`src/rtl/sinfonia_pkg.sv`:
```
// Shared definitions for the Sinfonia do Espectro engine: state encoding,
// LFSR feedback taps and one-hot decoding.
package sinfonia_pkg;

    typedef enum logic [3:0] {
        INICIAL    = 4'd0,
        GERA       = 4'd1,
        TOCA_NOTA  = 4'd2,
        TOCA_PAUSA = 4'd3,
        ESPERA     = 4'd4,
        CONFERE    = 4'd5,
        PROX       = 4'd6,
        FIM_ACERTO = 4'd7,
        FIM_ERRO   = 4'd8
    } estado_t;

    // x^8 + x^6 + x^5 + x^4 + 1, shifting towards the MSB
    localparam logic [7:0] LFSR_TAPS = 8'b1011_1000;

    function automatic logic [3:0] onehot_idx(input logic [15:0] v);
        logic [3:0] idx;
        idx = '0;
        for (int unsigned i = 0; i < 16; i++) begin
            if (v[i]) idx = 4'(i);
        end
        return idx;
    endfunction

endpackage

```
`src/rtl/sinfonia_motor_param_if.sv`:
```
// Player-facing bundle of the game engine: start/mode/buttons in, note,
// score and status out.
interface sinfonia_motor_param_if #(
    parameter int N_BOTOES = 7,
    parameter int PROF     = 16
);
    localparam int W  = $clog2(N_BOTOES);
    localparam int RW = $clog2(PROF + 1);

    logic                jogar;
    logic                treinamento;
    logic [N_BOTOES-1:0] botoes;
    logic                nota_valida;
    logic [W-1:0]        nota_idx;
    logic                pronto;
    logic                acertou;
    logic                errou;
    logic [7:0]          pontos;
    logic [RW-1:0]       rodada;
    logic [3:0]          db_estado;

    modport master (
        output jogar, treinamento, botoes,
        input  nota_valida, nota_idx, pronto, acertou, errou, pontos, rodada, db_estado
    );

    modport slave (
        input  jogar, treinamento, botoes,
        output nota_valida, nota_idx, pronto, acertou, errou, pontos, rodada, db_estado
    );

endinterface

```
`src/rtl/gerador_lfsr.sv`:
```
// Free-running 8-bit Fibonacci LFSR; the seed is loaded on reset.
module gerador_lfsr
    import sinfonia_pkg::*;
#(
    parameter logic [7:0] SEMENTE = 8'hA5
) (
    input  logic       clock,
    input  logic       reset,
    output logic [7:0] lfsr_o
);

    logic [7:0] lfsr_q, lfsr_d;

    always_comb lfsr_d = {lfsr_q[6:0], ^(lfsr_q & LFSR_TAPS)};

    always_ff @(posedge clock or posedge reset) begin
        if (reset) lfsr_q <= SEMENTE;
        else       lfsr_q <= lfsr_d;
    end

    assign lfsr_o = lfsr_q;

endmodule

```
`src/rtl/sinfonia_motor_param.sv`:
```
// Memory game engine: grows a random note sequence each round, plays it back
// and scores the player's presses against it.
module sinfonia_motor_param
    import sinfonia_pkg::*;
#(
    parameter int         N_BOTOES   = 7,
    parameter int         PROF       = 16,
    parameter int         T_NOTA     = 1000,
    parameter int         T_PAUSA    = 250,
    parameter int         TIMEOUT    = 5000,
    parameter logic [7:0] PONTOS_INI = 8'd100,
    parameter logic [7:0] PENALIDADE = 8'd10,
    parameter logic [7:0] SEMENTE    = 8'hA5
) (
    input logic                   clock,
    input logic                   reset,
    sinfonia_motor_param_if.slave bus
);

    localparam int W     = $clog2(N_BOTOES);
    localparam int RW    = $clog2(PROF + 1);
    localparam int AW    = $clog2(PROF);
    localparam int T_MAX = (T_NOTA > T_PAUSA) ? ((T_NOTA > TIMEOUT) ? T_NOTA : TIMEOUT)
                                              : ((T_PAUSA > TIMEOUT) ? T_PAUSA : TIMEOUT);
    localparam int TW    = $clog2(T_MAX + 1);

    estado_t             state_q, state_d;
    logic [RW-1:0]       rodada_q, rodada_d;
    logic [RW-1:0]       idx_q, idx_d;
    logic [TW-1:0]       timer_q, timer_d;
    logic [7:0]          pontos_q, pontos_d;
    logic                treino_q, treino_d;
    logic                pronto_q, pronto_d;
    logic                acertou_q, acertou_d;
    logic                errou_q, errou_d;
    logic [N_BOTOES-1:0] lat_q, lat_d;
    logic                any_prev_q;
    logic [W-1:0]        mem [PROF];

    logic [7:0]   lfsr;
    logic         we, falha, press, correto, ultimo;
    logic [W-1:0] nota_lfsr, nota_mem, nota_lat;
    logic [7:0]   pontos_pen;

    gerador_lfsr #(.SEMENTE(SEMENTE)) u_lfsr (
        .clock (clock),
        .reset (reset),
        .lfsr_o(lfsr)
    );

    assign press      = (|bus.botoes) && !any_prev_q;
    assign nota_lfsr  = W'(int'(lfsr) % N_BOTOES);
    assign nota_mem   = mem[idx_q[AW-1:0]];
    assign nota_lat   = W'(onehot_idx(16'(lat_q)));
    assign correto    = $onehot(lat_q) && (nota_lat == nota_mem);
    assign ultimo     = (idx_q + 1'b1) == rodada_q;
    assign pontos_pen = (pontos_q > PENALIDADE) ? pontos_q - PENALIDADE : '0;

    always_comb begin
        state_d   = state_q;
        rodada_d  = rodada_q;
        idx_d     = idx_q;
        timer_d   = timer_q;
        pontos_d  = pontos_q;
        treino_d  = treino_q;
        pronto_d  = pronto_q;
        acertou_d = acertou_q;
        errou_d   = errou_q;
        lat_d     = lat_q;
        we        = 1'b0;
        falha     = 1'b0;
        case (state_q)
            INICIAL, FIM_ACERTO, FIM_ERRO: begin
                if (bus.jogar) begin
                    rodada_d  = '0;
                    idx_d     = '0;
                    treino_d  = bus.treinamento;
                    pontos_d  = PONTOS_INI;
                    pronto_d  = 1'b0;
                    acertou_d = 1'b0;
                    errou_d   = 1'b0;
                    state_d   = GERA;
                end
            end
            GERA: begin
                we       = 1'b1;
                rodada_d = rodada_q + 1'b1;
                idx_d    = '0;
                timer_d  = '0;
                state_d  = TOCA_NOTA;
            end
            TOCA_NOTA: begin
                if (timer_q == TW'(T_NOTA - 1)) begin
                    timer_d = '0;
                    state_d = TOCA_PAUSA;
                end else begin
                    timer_d = timer_q + 1'b1;
                end
            end
            TOCA_PAUSA: begin
                if (timer_q == TW'(T_PAUSA - 1)) begin
                    timer_d = '0;
                    idx_d   = ultimo ? '0 : idx_q + 1'b1;
                    state_d = ultimo ? ESPERA : TOCA_NOTA;
                end else begin
                    timer_d = timer_q + 1'b1;
                end
            end
            ESPERA: begin
                if (press) begin
                    lat_d   = bus.botoes;
                    state_d = CONFERE;
                end else if (!treino_q) begin
                    if (timer_q == TW'(TIMEOUT - 1)) falha = 1'b1;
                    else                              timer_d = timer_q + 1'b1;
                end
            end
            CONFERE: begin
                // correct non-final presses park here until all buttons are released
                if (!correto) begin
                    falha = 1'b1;
                end else if (ultimo) begin
                    state_d = PROX;
                end else if (bus.botoes == '0) begin
                    idx_d   = idx_q + 1'b1;
                    timer_d = '0;
                    state_d = ESPERA;
                end
            end
            PROX: begin
                if (rodada_q == RW'(PROF)) begin
                    pronto_d  = 1'b1;
                    acertou_d = 1'b1;
                    state_d   = FIM_ACERTO;
                end else begin
                    state_d = GERA;
                end
            end
            default: state_d = INICIAL;
        endcase

        // wrong press or timeout: replay the round unless the score runs out
        if (falha) begin
            idx_d   = '0;
            timer_d = '0;
            state_d = TOCA_NOTA;
            if (!treino_q) begin
                pontos_d = pontos_pen;
                if (pontos_pen == '0) begin
                    pronto_d = 1'b1;
                    errou_d  = 1'b1;
                    state_d  = FIM_ERRO;
                end
            end
        end
    end

    always_ff @(posedge clock or posedge reset) begin
        if (reset) begin
            state_q    <= INICIAL;
            rodada_q   <= '0;
            idx_q      <= '0;
            timer_q    <= '0;
            pontos_q   <= PONTOS_INI;
            treino_q   <= 1'b0;
            pronto_q   <= 1'b0;
            acertou_q  <= 1'b0;
            errou_q    <= 1'b0;
            lat_q      <= '0;
            any_prev_q <= 1'b0;
        end else begin
            state_q    <= state_d;
            rodada_q   <= rodada_d;
            idx_q      <= idx_d;
            timer_q    <= timer_d;
            pontos_q   <= pontos_d;
            treino_q   <= treino_d;
            pronto_q   <= pronto_d;
            acertou_q  <= acertou_d;
            errou_q    <= errou_d;
            lat_q      <= lat_d;
            any_prev_q <= |bus.botoes;
        end
    end

    always_ff @(posedge clock) begin
        if (we) mem[rodada_q[AW-1:0]] <= nota_lfsr;
    end

    always_comb begin
        bus.nota_idx = '0;
        if (state_q == TOCA_NOTA)    bus.nota_idx = nota_mem;
        else if (state_q == CONFERE) bus.nota_idx = nota_lat;
    end

    assign bus.nota_valida = (state_q == TOCA_NOTA);
    assign bus.pronto      = pronto_q;
    assign bus.acertou     = acertou_q;
    assign bus.errou       = errou_q;
    assign bus.pontos      = pontos_q;
    assign bus.rodada      = rodada_q;
    assign bus.db_estado   = state_q;

endmodule
```
`src/flat_wrapper.sv`:
```
// flat-port wrapper written by rule: the top's interface ports become plain ports
module sinfonia_motor_param_flat import sinfonia_pkg::*;
#(
    parameter int         N_BOTOES   = 7,
    parameter int         PROF       = 16,
    parameter int         T_NOTA     = 1000,
    parameter int         T_PAUSA    = 250,
    parameter int         TIMEOUT    = 5000,
    parameter logic [7:0] PONTOS_INI = 8'd100,
    parameter logic [7:0] PENALIDADE = 8'd10,
    parameter logic [7:0] SEMENTE    = 8'hA5
)
  (clock, reset, bus_jogar, bus_treinamento, bus_botoes, bus_nota_valida, bus_nota_idx, bus_pronto, bus_acertou, bus_errou, bus_pontos, bus_rodada, bus_db_estado);
  sinfonia_motor_param_if #(.N_BOTOES(N_BOTOES), .PROF(PROF)) bus_i ();
  input logic clock;
  input logic reset;
  input wire logic [$bits(bus_i.jogar)-1:0] bus_jogar;
  input wire logic [$bits(bus_i.treinamento)-1:0] bus_treinamento;
  input wire logic [$bits(bus_i.botoes)-1:0] bus_botoes;
  output wire logic [$bits(bus_i.nota_valida)-1:0] bus_nota_valida;
  output wire logic [$bits(bus_i.nota_idx)-1:0] bus_nota_idx;
  output wire logic [$bits(bus_i.pronto)-1:0] bus_pronto;
  output wire logic [$bits(bus_i.acertou)-1:0] bus_acertou;
  output wire logic [$bits(bus_i.errou)-1:0] bus_errou;
  output wire logic [$bits(bus_i.pontos)-1:0] bus_pontos;
  output wire logic [$bits(bus_i.rodada)-1:0] bus_rodada;
  output wire logic [$bits(bus_i.db_estado)-1:0] bus_db_estado;
  assign bus_i.jogar = bus_jogar;
  assign bus_i.treinamento = bus_treinamento;
  assign bus_i.botoes = bus_botoes;
  assign bus_nota_valida = bus_i.nota_valida;
  assign bus_nota_idx = bus_i.nota_idx;
  assign bus_pronto = bus_i.pronto;
  assign bus_acertou = bus_i.acertou;
  assign bus_errou = bus_i.errou;
  assign bus_pontos = bus_i.pontos;
  assign bus_rodada = bus_i.rodada;
  assign bus_db_estado = bus_i.db_estado;
  sinfonia_motor_param #(.N_BOTOES(N_BOTOES), .PROF(PROF), .T_NOTA(T_NOTA), .T_PAUSA(T_PAUSA), .TIMEOUT(TIMEOUT), .PONTOS_INI(PONTOS_INI), .PENALIDADE(PENALIDADE), .SEMENTE(SEMENTE)) u_core (.clock(clock), .reset(reset), .bus(bus_i));
endmodule
```
`config.mk`:
```
export PLATFORM = sky130hd
export DESIGN_NAME = sinfonia_motor_param_flat
export DESIGN_NICKNAME = d
export VERILOG_FILES = /design/src/rtl/sinfonia_pkg.sv /design/src/rtl/sinfonia_motor_param_if.sv /design/src/rtl/gerador_lfsr.sv /design/src/rtl/sinfonia_motor_param.sv /design/src/flat_wrapper.sv
export SDC_FILE = /design/constraint.sdc
export NUM_CORES = 1
export LEC_CHECK = 0
export ABC_AREA = 1
export ABC_CLOCK_PERIOD_IN_PS = 3950
export CAP_MARGIN = 20
export CORE_MARGIN = 2
export CORE_UTILIZATION = 55
export CTS_CLUSTER_SIZE = 25
export DETAILED_ROUTE_END_ITERATION = 12
export PLACE_DENSITY = 0.86
export SLEW_MARGIN = 20
export SYNTH_ARGS = -nofsm -noshare
export SYNTH_HDL_FRONTEND = slang
export SYNTH_HIERARCHICAL = 1
export SYNTH_SLANG_ARGS = --single-unit
```
`constraint.sdc`:
```
create_clock -name clock -period 3.95 [get_ports clock]
set_input_delay 1.185 -clock clock [delete_from_list [all_inputs] [get_ports clock]]
set_output_delay 1.185 -clock clock [all_outputs]
set_load 0.005 [all_outputs]
```
Word level (Yosys, flattened, before mapping)
Memory sizes are Yosys's and may differ from the RTL's.
Cells that the tools add are included.
{"block": "totals", "elab_cells": 140, "ff_bits": 55, "memories": 1, "output_inout_bits": 24, "ramBits": 48, "in_bits": 11}
{"block": "classes", "mux": 67, "n_lt_le_gt_ge": 1, "add_sub_neg": 10, "eq_ne": 28, "div": 1, "n_reduce_logical": 20}
{"memory": "u_core.mem", "words": 16, "word_bits": 3, "rd": 1, "rd_clocked_by_memory_dff": 0, "write_ports": 1, "line": "sinfonia_motor_param.sv:38", "rtl": "logic [W-1:0] mem [PROF];"}
{"cell": "$mux W13", "count": 9}
{"cell": "$pmux W13 S5", "count": 1}
{"cell": "$mux W4", "count": 10}
{"cell": "$mux W8", "count": 5}
{"cell": "$mux W5", "count": 7}
{"cell": "$mod A9 B4 Y32 const B", "count": 1}
{"cell": "$pmux W4 S7", "count": 1}
{"cell": "$mux W3", "count": 7}
{"cell": "$mux W1", "count": 20}
{"cell": "$pmux W5 S4", "count": 1}
{"cell": "$eq A4 B3 Y1 const B", "count": 4}
{"cell": "$ne A3 B1 Y1 const B", "count": 5}
{"cell": "$add A13 B1 Y13 const B", "count": 1}
{"cell": "$eq A13 B10 Y1 const B", "count": 1}
{"cell": "$eq A13 B13 Y1 const B", "count": 1}
{"cell": "$eq A13 B8 Y1 const B", "count": 1}
{"cell": "$ne A3 B2 Y1 const B", "count": 4}
{"cell": "$reduce_and A6 Y1", "count": 2}
{"cell": "$add A5 B1 Y5 const B", "count": 2}
{"cell": "$pmux W5 S2", "count": 1}
{"cell": "$eq A4 B2 Y1 const B", "count": 2}
{"cell": "$gt A8 B4 Y1 const B", "count": 1}
{"cell": "$logic_not A8 Y1", "count": 1}
{"cell": "$reduce_xor A8 Y1", "count": 1}
{"cell": "28 further kinds", "count": 38}

Longest topological paths before layout
Gate-level depths: netlist (run 1).
{"block": "depth", "word_depth": 12, "ltp_mapped": 31, "ltp_nobuf": 30}

Cells and area by module
The synthesis (run 1) kept the hierarchy.
{"module": "sinfonia_motor_param", "instances": 1, "cells_each": 698, "area_per_inst_um2": 5660.4, "seq_area_each_um2": 2621.3}
{"module": "gerador_lfsr", "instances": 1, "cells_each": 31, "area_per_inst_um2": 325.3, "seq_area_each_um2": 205.2}

Least setup slack after synthesis (run 1)
OpenSTA, ideal clock, no wires.
{"block": "synth_path", "kind": "register to register", "startpoint": "reg u_core.u_lfsr.lfsr_q[5] (netlist: u_core/u_lfsr/lfsr_o[5])", "endpoint": "mem u_core/mem[0][1] in the netlist's numbering (data pin)", "path_stages_with_launch": 29, "setup_time_ns": 0.320, "path_slack_ns": 0.316, "required_time_ns": 3.630, "arrival_ns": 3.314, "synth_period_minus_slack_ns": 3.634, "path_cell_list": "dfstp_2 > buf_4 > nand2_1 > clkinv_2 > ha_1 > inv_1 > nand4_1 > nand2_2 > nand3_1 > nand3_1 > nand2_1 > nand2_1 > nand2_2 > a21oi_2 > nand3_1 > nand2_1 > inv_1 > ha_1 > nand3_2 > nand2_2 > nor2_2 > inv_1 > nand2_1 > nand2_1 > ha_1 > nand3_2 > nand3_2 > nand2_1 > nand2_1"}
{"block": "synth_via", "elab_chain_len": 1}
{"element": "start: declaration", "line": "gerador_lfsr.sv:12", "rtl": "logic [7:0] lfsr_q, lfsr_d;"}
{"element": "start signal: assignment", "line": "gerador_lfsr.sv:18", "rtl": "else lfsr_q <= lfsr_d;"}
{"element": "$mod A9 B4 Y32", "line": "sinfonia_motor_param.sv:52", "rtl": "assign nota_lfsr = W'(int'(lfsr) % N_BOTOES);"}
{"element": "named net u_core.nota_lfsr[1]", "line": "sinfonia_motor_param.sv:42", "rtl": "logic [W-1:0] nota_lfsr, nota_mem, nota_lat;"}
{"element": "end: declaration", "line": "sinfonia_motor_param.sv:38"}
The timed path passes the listed nets, and every way through them passes these cells.

Worst setup path after layout (run 1)
{"block": "layout_path", "startpoint": "reg u_core.u_lfsr.lfsr_q[5] (netlist: u_core/u_lfsr/lfsr_o[5])", "endpoint": "mem u_core/mem[1][0] in the netlist's numbering (data pin)"}
The elaborated chain is that of the path after synthesis.

==> impl_metrics.ini, run 1 <==
[pwr]
power.total_mw = 1.75
leakagePower_nw = 2.93
ir_drop_mv = 0.230
powerDensity_nw_per_um2 = 259

[flow_run]
cap_violations = 0

[layout]
final_common_cell = nand2_1
regArea_sq_um = 2830
fill_cells = 882
drive_above_1_share_pct = 12.0
utilization_pct = 62.7
diodes = 0
fin_nets = 793
final-instance-count-excl-fill = 912
area_growth_pct = 12.6
layout_common_cells = nand2_1, nor2_1, inv_1
multi_input_area_sq_um = 2730

[timing]
period_minus_slack_ps = 3680
hold_viol_final = 0
tightestPinTransition_ps = 845
rsz0062_at_grt = no
max_freq_mhz = 272
max_slew_margin_pct = 43.2
drv_slew = 0
fin_crit_sh_pct = 93.1
clock-skew-final_ps = 13.2
hold_slack_ps = 430
setup_tns_ps = 0
finalSetupViolations = 0

[place]
dp.cells = 893
portBuffers = 34
place.gp.congestion = 1.01
hpwl_microns = 9940

[cts]
clock_sinks = 103
cts_buffers = 9
htreeDepth = 3
clock_latency_ps = 380
clock_path_buffers = 2
path_clk_slew_ps = 90
holdBufCountCts = 0
cts_root_buf = clkbuf_8
cts_tree = built

[detailed_routing]
num_vias = 5172
ant_nets = 0
wirelength_microns = 13900
wl_per_cell_microns = 15.2
drtIter0Drc = 439
viasPerCell = 5.67
drtPass1Iterations = 5
post-route-drc-count = 0

[floorplanning]
coreArea_sq_um = 10700
die_y_microns = 108
die_w_microns = 108
row_count = 38
io_pins = 35
start_util_pct = 55.7
dieArea_sq_um = 11700

[global_route]
grt_use_met3_pct = 4.40
gr-usage-all-layers_pct = 24.3
busiest_layer = met2
grt.overflow.total = 0
antenna_found_initial = 0
grt_first_pass_wirelength_microns = 22300
met2_usage_pct = 38.9
grt_pass1_vias = 4836
grt_max_degree = 48
met1_usage_pct = 32.4

[synthesis]
syn_avg_cell_area_sq_um = 8.21
syn_area_sq_um = 5990
ys_ff_latch = 103
syn_nets = 755
yosysWarnings = 6
ys_seq_area_share_pct = 47.2
syn_inst = 729
synth_cell_types = 51

[setup_path]
critPathRequiredTime_ps = 4050
crit_start = u_core/u_lfsr/lfsr_o[5]$_DFF_PP1_
r2r_cells = 27
worstSetupStartpointType = flop
r2r_start = u_core/u_lfsr/lfsr_o[5]$_DFF_PP1_
critPathMaxFanout = 16
arrival_ps = 3780
rrSetupSlack_ps = 270
critPathMaxStageDelay_ps = 540
worstSetupPathType = reg2reg
worst_path_most_repeated_cell = nand2_2
endpoint_kind = flop
slowest_stage = dfstp_2

[hold_path]
min_path_type = reg2reg
hold_depth = 0
holdCritStartpoint = u_core/u_lfsr/lfsr_o[6]$_DFF_PP0_

[run_status]
status = complete, no violations
per-layer routing:
| metal | wire length (microns) | share of wire [%] |
|---|---|---|
| met2 | 6680 | 48 |
| met3 | 975 | 7.0 |
| met1 | 5750 | 41 |
| met5 | 0 | 0 |
| met4 | 459 | 3.3 |
registers in the layout, summed over array words and instances (netlist names):
signal	cells
u_core/u_lfsr/lfsr_o	8
u_core/bus.pronto	1
u_core/treino_q	1
u_core/idx_q	5
u_core/any_prev_q	1
u_core/bus.pontos	8
u_core/bus.errou	1
u_core/bus.db_estado	4
u_core/timer_q	13
u_core/lat_q	7
u_core/mem	48
u_core/bus.rodada	5
u_core/bus.acertou	1
logic make-up (layout without fill, tap and decap cells):
group                    after synthesis  in the layout  share of synthesized area [%]
flip-flops                           103            103                           47.2
AND/OR/NAND/NOR                      358            358                           27.0
XOR/XNOR                              14             14                           2.05
adder cells (fa/ha/maj)               15             15                           3.64
multiplexers                           1              1                          0.188
AO/OA/AOI/OAI                        115            115                           11.0
buffers and inverters                123            166                           8.82
repair_timing:
action / in CTS / in global routing
setup buffers: 0 / 3
gates resized for setup: 3 / 21
pin swaps: 0 / 2
endpoints found under the setup margin: 48 / 49
area by class of cell:
cell class	instances	area share [%]
multi-input combinational	503	40.5
sequential	103	42.0
inverter	103	5.81
timing repair buffer	47	6.50
clock buffer	9	1.84
tap	140	2.60
clock inverter	7	0.835
where the power goes:
part / total, mW / switching (mW) / internal (mW)
Combinational: 0.0237 / 0.0143 / 0.00938
Clock: 0.610 / 0.376 / 0.234
Sequential: 1.11 / 0.0000143 / 1.11
cells in the mapped netlist, drive strengths merged:
cell    number  area, sq um
nor2       111          429
a31oi        1         6.26
or2          1         6.26
nand3b       3         22.5
nand2      151          602
ha          11          138
and2         1         6.26
o21ai       69          357
xnor2        2         17.5
o22ai        5         31.3
xor2        12          105
inv        102          385
nand4       19          125
clkbuf       3         11.3
o211ai       6         45.0
clkinv       1         5.00
a311oi       1         8.76
a21oi       19         98.9
dfrtp       48         1200
fa           4         80.1
nand3       54          328
a211oi       2         15.0
o31ai        1         7.51
o221ai       4         35.0
mux2         1         11.3
a22oi        2         15.0
buf         17          126
o21bai       1         7.51
dfstp        7          184
a21boi       1         7.51
nor3        14         75.1
edfxtp      48         1440
a22o         2         17.5
nor4         3         18.8
and3         1         6.26
o311ai       1         8.76
final timing paths:
check | endpoint
setup / recovery | u_core/mem[1][0]$_DFFE_PP_
hold / removal | u_core/u_lfsr/lfsr_o[7]$_DFF_PP1_
setup reg to reg | u_core/mem[1][0]$_DFFE_PP_
hold reg to reg | u_core/u_lfsr/lfsr_o[7]$_DFF_PP1_
max in group asynchronous | u_core/lat_q[6]$_DFFE_PP0P_
min in group asynchronous | u_core/u_lfsr/lfsr_o[4]$_DFF_PP0_
through the flow:
step | worst slack, ps | area [sq um]
6_report | 273 | 6740
5_1_grt | 1.04 | 6740
4_1_cts | 16.4 | 6630
3_5_place_dp | -110 | 6440
3_3_place_gp | 202 | 6440
2_1_floorplan | 316 | 5990
critical path, delay by kind of cell (launching register included):
kind,cells,cell delay (ps)
adders and majority gates,3,650
buffers and inverters,5,340
DFF,1,540
and+or+nand+nor,19,1850
Power figures use the tool's default switching activity.
==> run 2, diff against run 1 <==
--- a/config.mk
+++ b/config.mk
@@ -6,12 +6,13 @@
 export NUM_CORES = 1
 export LEC_CHECK = 0
 export ABC_AREA = 1
-export ABC_CLOCK_PERIOD_IN_PS = 3950
+export ABC_CLOCK_PERIOD_IN_PS = 4400
 export CAP_MARGIN = 20
 export CORE_MARGIN = 2
 export CORE_UTILIZATION = 55
 export CTS_CLUSTER_SIZE = 25
 export DETAILED_ROUTE_END_ITERATION = 12
+export GPL_TIMING_DRIVEN = 0
 export PLACE_DENSITY = 0.86
 export SLEW_MARGIN = 20
 export SYNTH_ARGS = -nofsm -noshare
==> constraint.sdc (replaced) <==
create_clock -name clock -period 4.4 [get_ports clock]
set_input_delay 1.32 -clock clock [delete_from_list [all_inputs] [get_ports clock]]
set_output_delay 1.32 -clock clock [all_outputs]
set_load 0.005 [all_outputs]
==> impl_metrics.ini, run 2 (synthesis gave the netlist of run 1 again) <==
[run_status]
status = complete, no violations

[cts]
clock_latency_ps = 380
cts_tree = built
clock_path_buffers = 2
post_cts_buffers = 0
path_clk_slew_ps = 90
cts_root_buf = clkbuf_8
clock_sinks = 103
htreeDepth = 3
cts_buffers = 9

[timing]
setup_tns_ps = 0
tightestPinTransition_ps = 821
period_minus_slack_ps = 4020
max_freq_mhz = 249
finalSetupViolations = 0
fin_crit_sh_pct = 91.4
hold_viol_final = 0
max_slew_margin_pct = 44.9
worst_slack_ps = 380
drv_slew = 0
hold_slack_ps = 388
clock-skew-final_ps = 10.0

[place]
hpwl_microns = 10300
portBuffers = 34
dp.cells = 904
place.gp.congestion = 0.941
pre_cts_ws_ps = 125

[setup_path]
path_depth = 28
r2r_end = u_core/mem[8][2]$_DFFE_PP_
r2r_cells = 28
cp-endpoint = u_core/mem[8][2]$_DFFE_PP_
r2r_start = u_core/u_lfsr/lfsr_o[5]$_DFF_PP1_
cp.buffers_inverters = 5
crit_start = u_core/u_lfsr/lfsr_o[5]$_DFF_PP1_
arrival_ps = 4120
cp_top_family = simple AND/OR/NAND/NOR gates
worstSetupStartpointType = flop
critPathRequiredTime_ps = 4500
rrSetupSlack_ps = 380
endpoint_kind = flop
critPathMaxFanout = 16
slowest_stage = dfstp_2
worstSetupPathType = reg2reg
critPathMaxStageDelay_ps = 570

[layout]
area_growth_pct = 12.4
fill_cells = 928
fin_nets = 801
diodes = 0
final-instance-count-excl-fill = 920
drive_above_1_share_pct = 10.9
largest_reg_flops = 48
final_common_cell = nand2_1
layout_common_cells = nand2_1, nor2_1, inv_1

[global_route]
grt_first_pass_wirelength_microns = 23400
grt_pass1_vias = 4973
antenna_found_initial = 0
grt_max_degree = 27
gr-usage-all-layers_pct = 25.5
grt.overflow.total = 0

[floorplanning]
die_w_microns = 108
io_pins = 35
coreArea_sq_um = 10700
dieArea_sq_um = 11700
die_y_microns = 108
start_util_pct = 55.7
row_count = 38

[pwr]
p_seq_share_pct = 64.0
powerDensity_nw_per_um2 = 232
leakagePower_nw = 2.93
p_int_mw = 1.22
swShare_pct = 21.9
power_frac_comb_pct = 1.6
p_switching_mw = 0.342
ir_drop_mv = 0.233
clkPwrFrac_pct = 34.5

[detailed_routing]
drtIter0Drc = 405
num_vias = 5252
wl_met3_microns = 1010
wl_per_cell_microns = 15.4
ant_nets = 0
wl_met1_microns = 6200
post-route-drc-count = 0
dr.max_layer_used = met4
dr_wl_met2_microns = 6630
drtPass1Iterations = 5
viasPerCell = 5.71
wirelength_microns = 14200

[hold_path]
min_path_type = reg2reg
holdCritStartpoint = u_core/u_lfsr/lfsr_o[1]$_DFF_PP0_

[flow_run]
cap_violations = 0
run 2: changes by cell type in the layout (fill, tap and decap cells not counted), moves of 2 or more:
| cell | delta |
|---|---|
| nand3_4 | -2 |
| clkbuf_1 | +4 |
| nand2_1 | +6 |
| buf_2 | +5 |
| buf_6 | +3 |
| nand2_2 | -5 |
| clkinvlp_4 | -4 |
| nand3_1 | +3 |
| buf_4 | -4 |
run 2: power by group through the flow:
stage | combinational (mW) | sequential [mW] | clock, mW
finish | 0.0244 | 1.00 | 0.539
global route | 0.0271 | 1.00 | 0.589
CTS | 0.0252 | 1.00 | 0.555
detailed placement | 0.0249 | 1.02 | 0
global placement | 0.0212 | 1.02 | 0
floorplan | 0.00863 | 1.02 | 0
run 2: how the worst min path moves through the flow:
stage | endpoint | cells past startpoint
global placement | u_core/u_lfsr/lfsr_o[7]$_DFF_PP1_ | 0
detailed placement | u_core/u_lfsr/lfsr_o[2]$_DFF_PP1_ | 0
finish | u_core/u_lfsr/lfsr_o[2]$_DFF_PP1_ | 0
CTS | u_core/u_lfsr/lfsr_o[2]$_DFF_PP1_ | 0
global route | u_core/u_lfsr/lfsr_o[2]$_DFF_PP1_ | 0
floorplan | u_core/u_lfsr/lfsr_o[2]$_DFF_PP1_ | 0
run 2: what timing repair did:
action | in CTS | in global routing
hold buffers | 0 | 0
hold endpoints to repair | 0 | 0
gates resized for setup | 0 | 7
endpoints found under the setup margin | 0 | 48
run 2: area by class of cell:
class | instances | area [sq um] | share of cell area, %
Multi-Input combinational cell | 503 | 2660 | 39.5
Timing Repair Buffer | 35 | 368 | 5.47
Tap cell | 140 | 175 | 2.60
Clock inverter | 6 | 43.8 | 0.651
Buffer | 20 | 138 | 2.05
Inverter | 103 | 390 | 5.80
Sequential cell | 103 | 2830 | 42.0
Clock buffer | 10 | 128 | 1.90
run 2: metal layers:
metal  up-vias  global-route usage, %
met5         -                      0
met4         0                   9.43
met3        42                   6.09
met2       228                   40.4
met1      2471                   34.3
li1       2511                      -
run 2: metrics by stage:
step	area, sq um	power (mW)	utilization [%]
global placement	6500	1.04	60.5
floorplan	5990	1.03	-
CTS	6700	1.58	62.4
finish	6730	1.56	62.6
global route	6730	1.62	62.6
detailed placement	6530	1.04	60.8
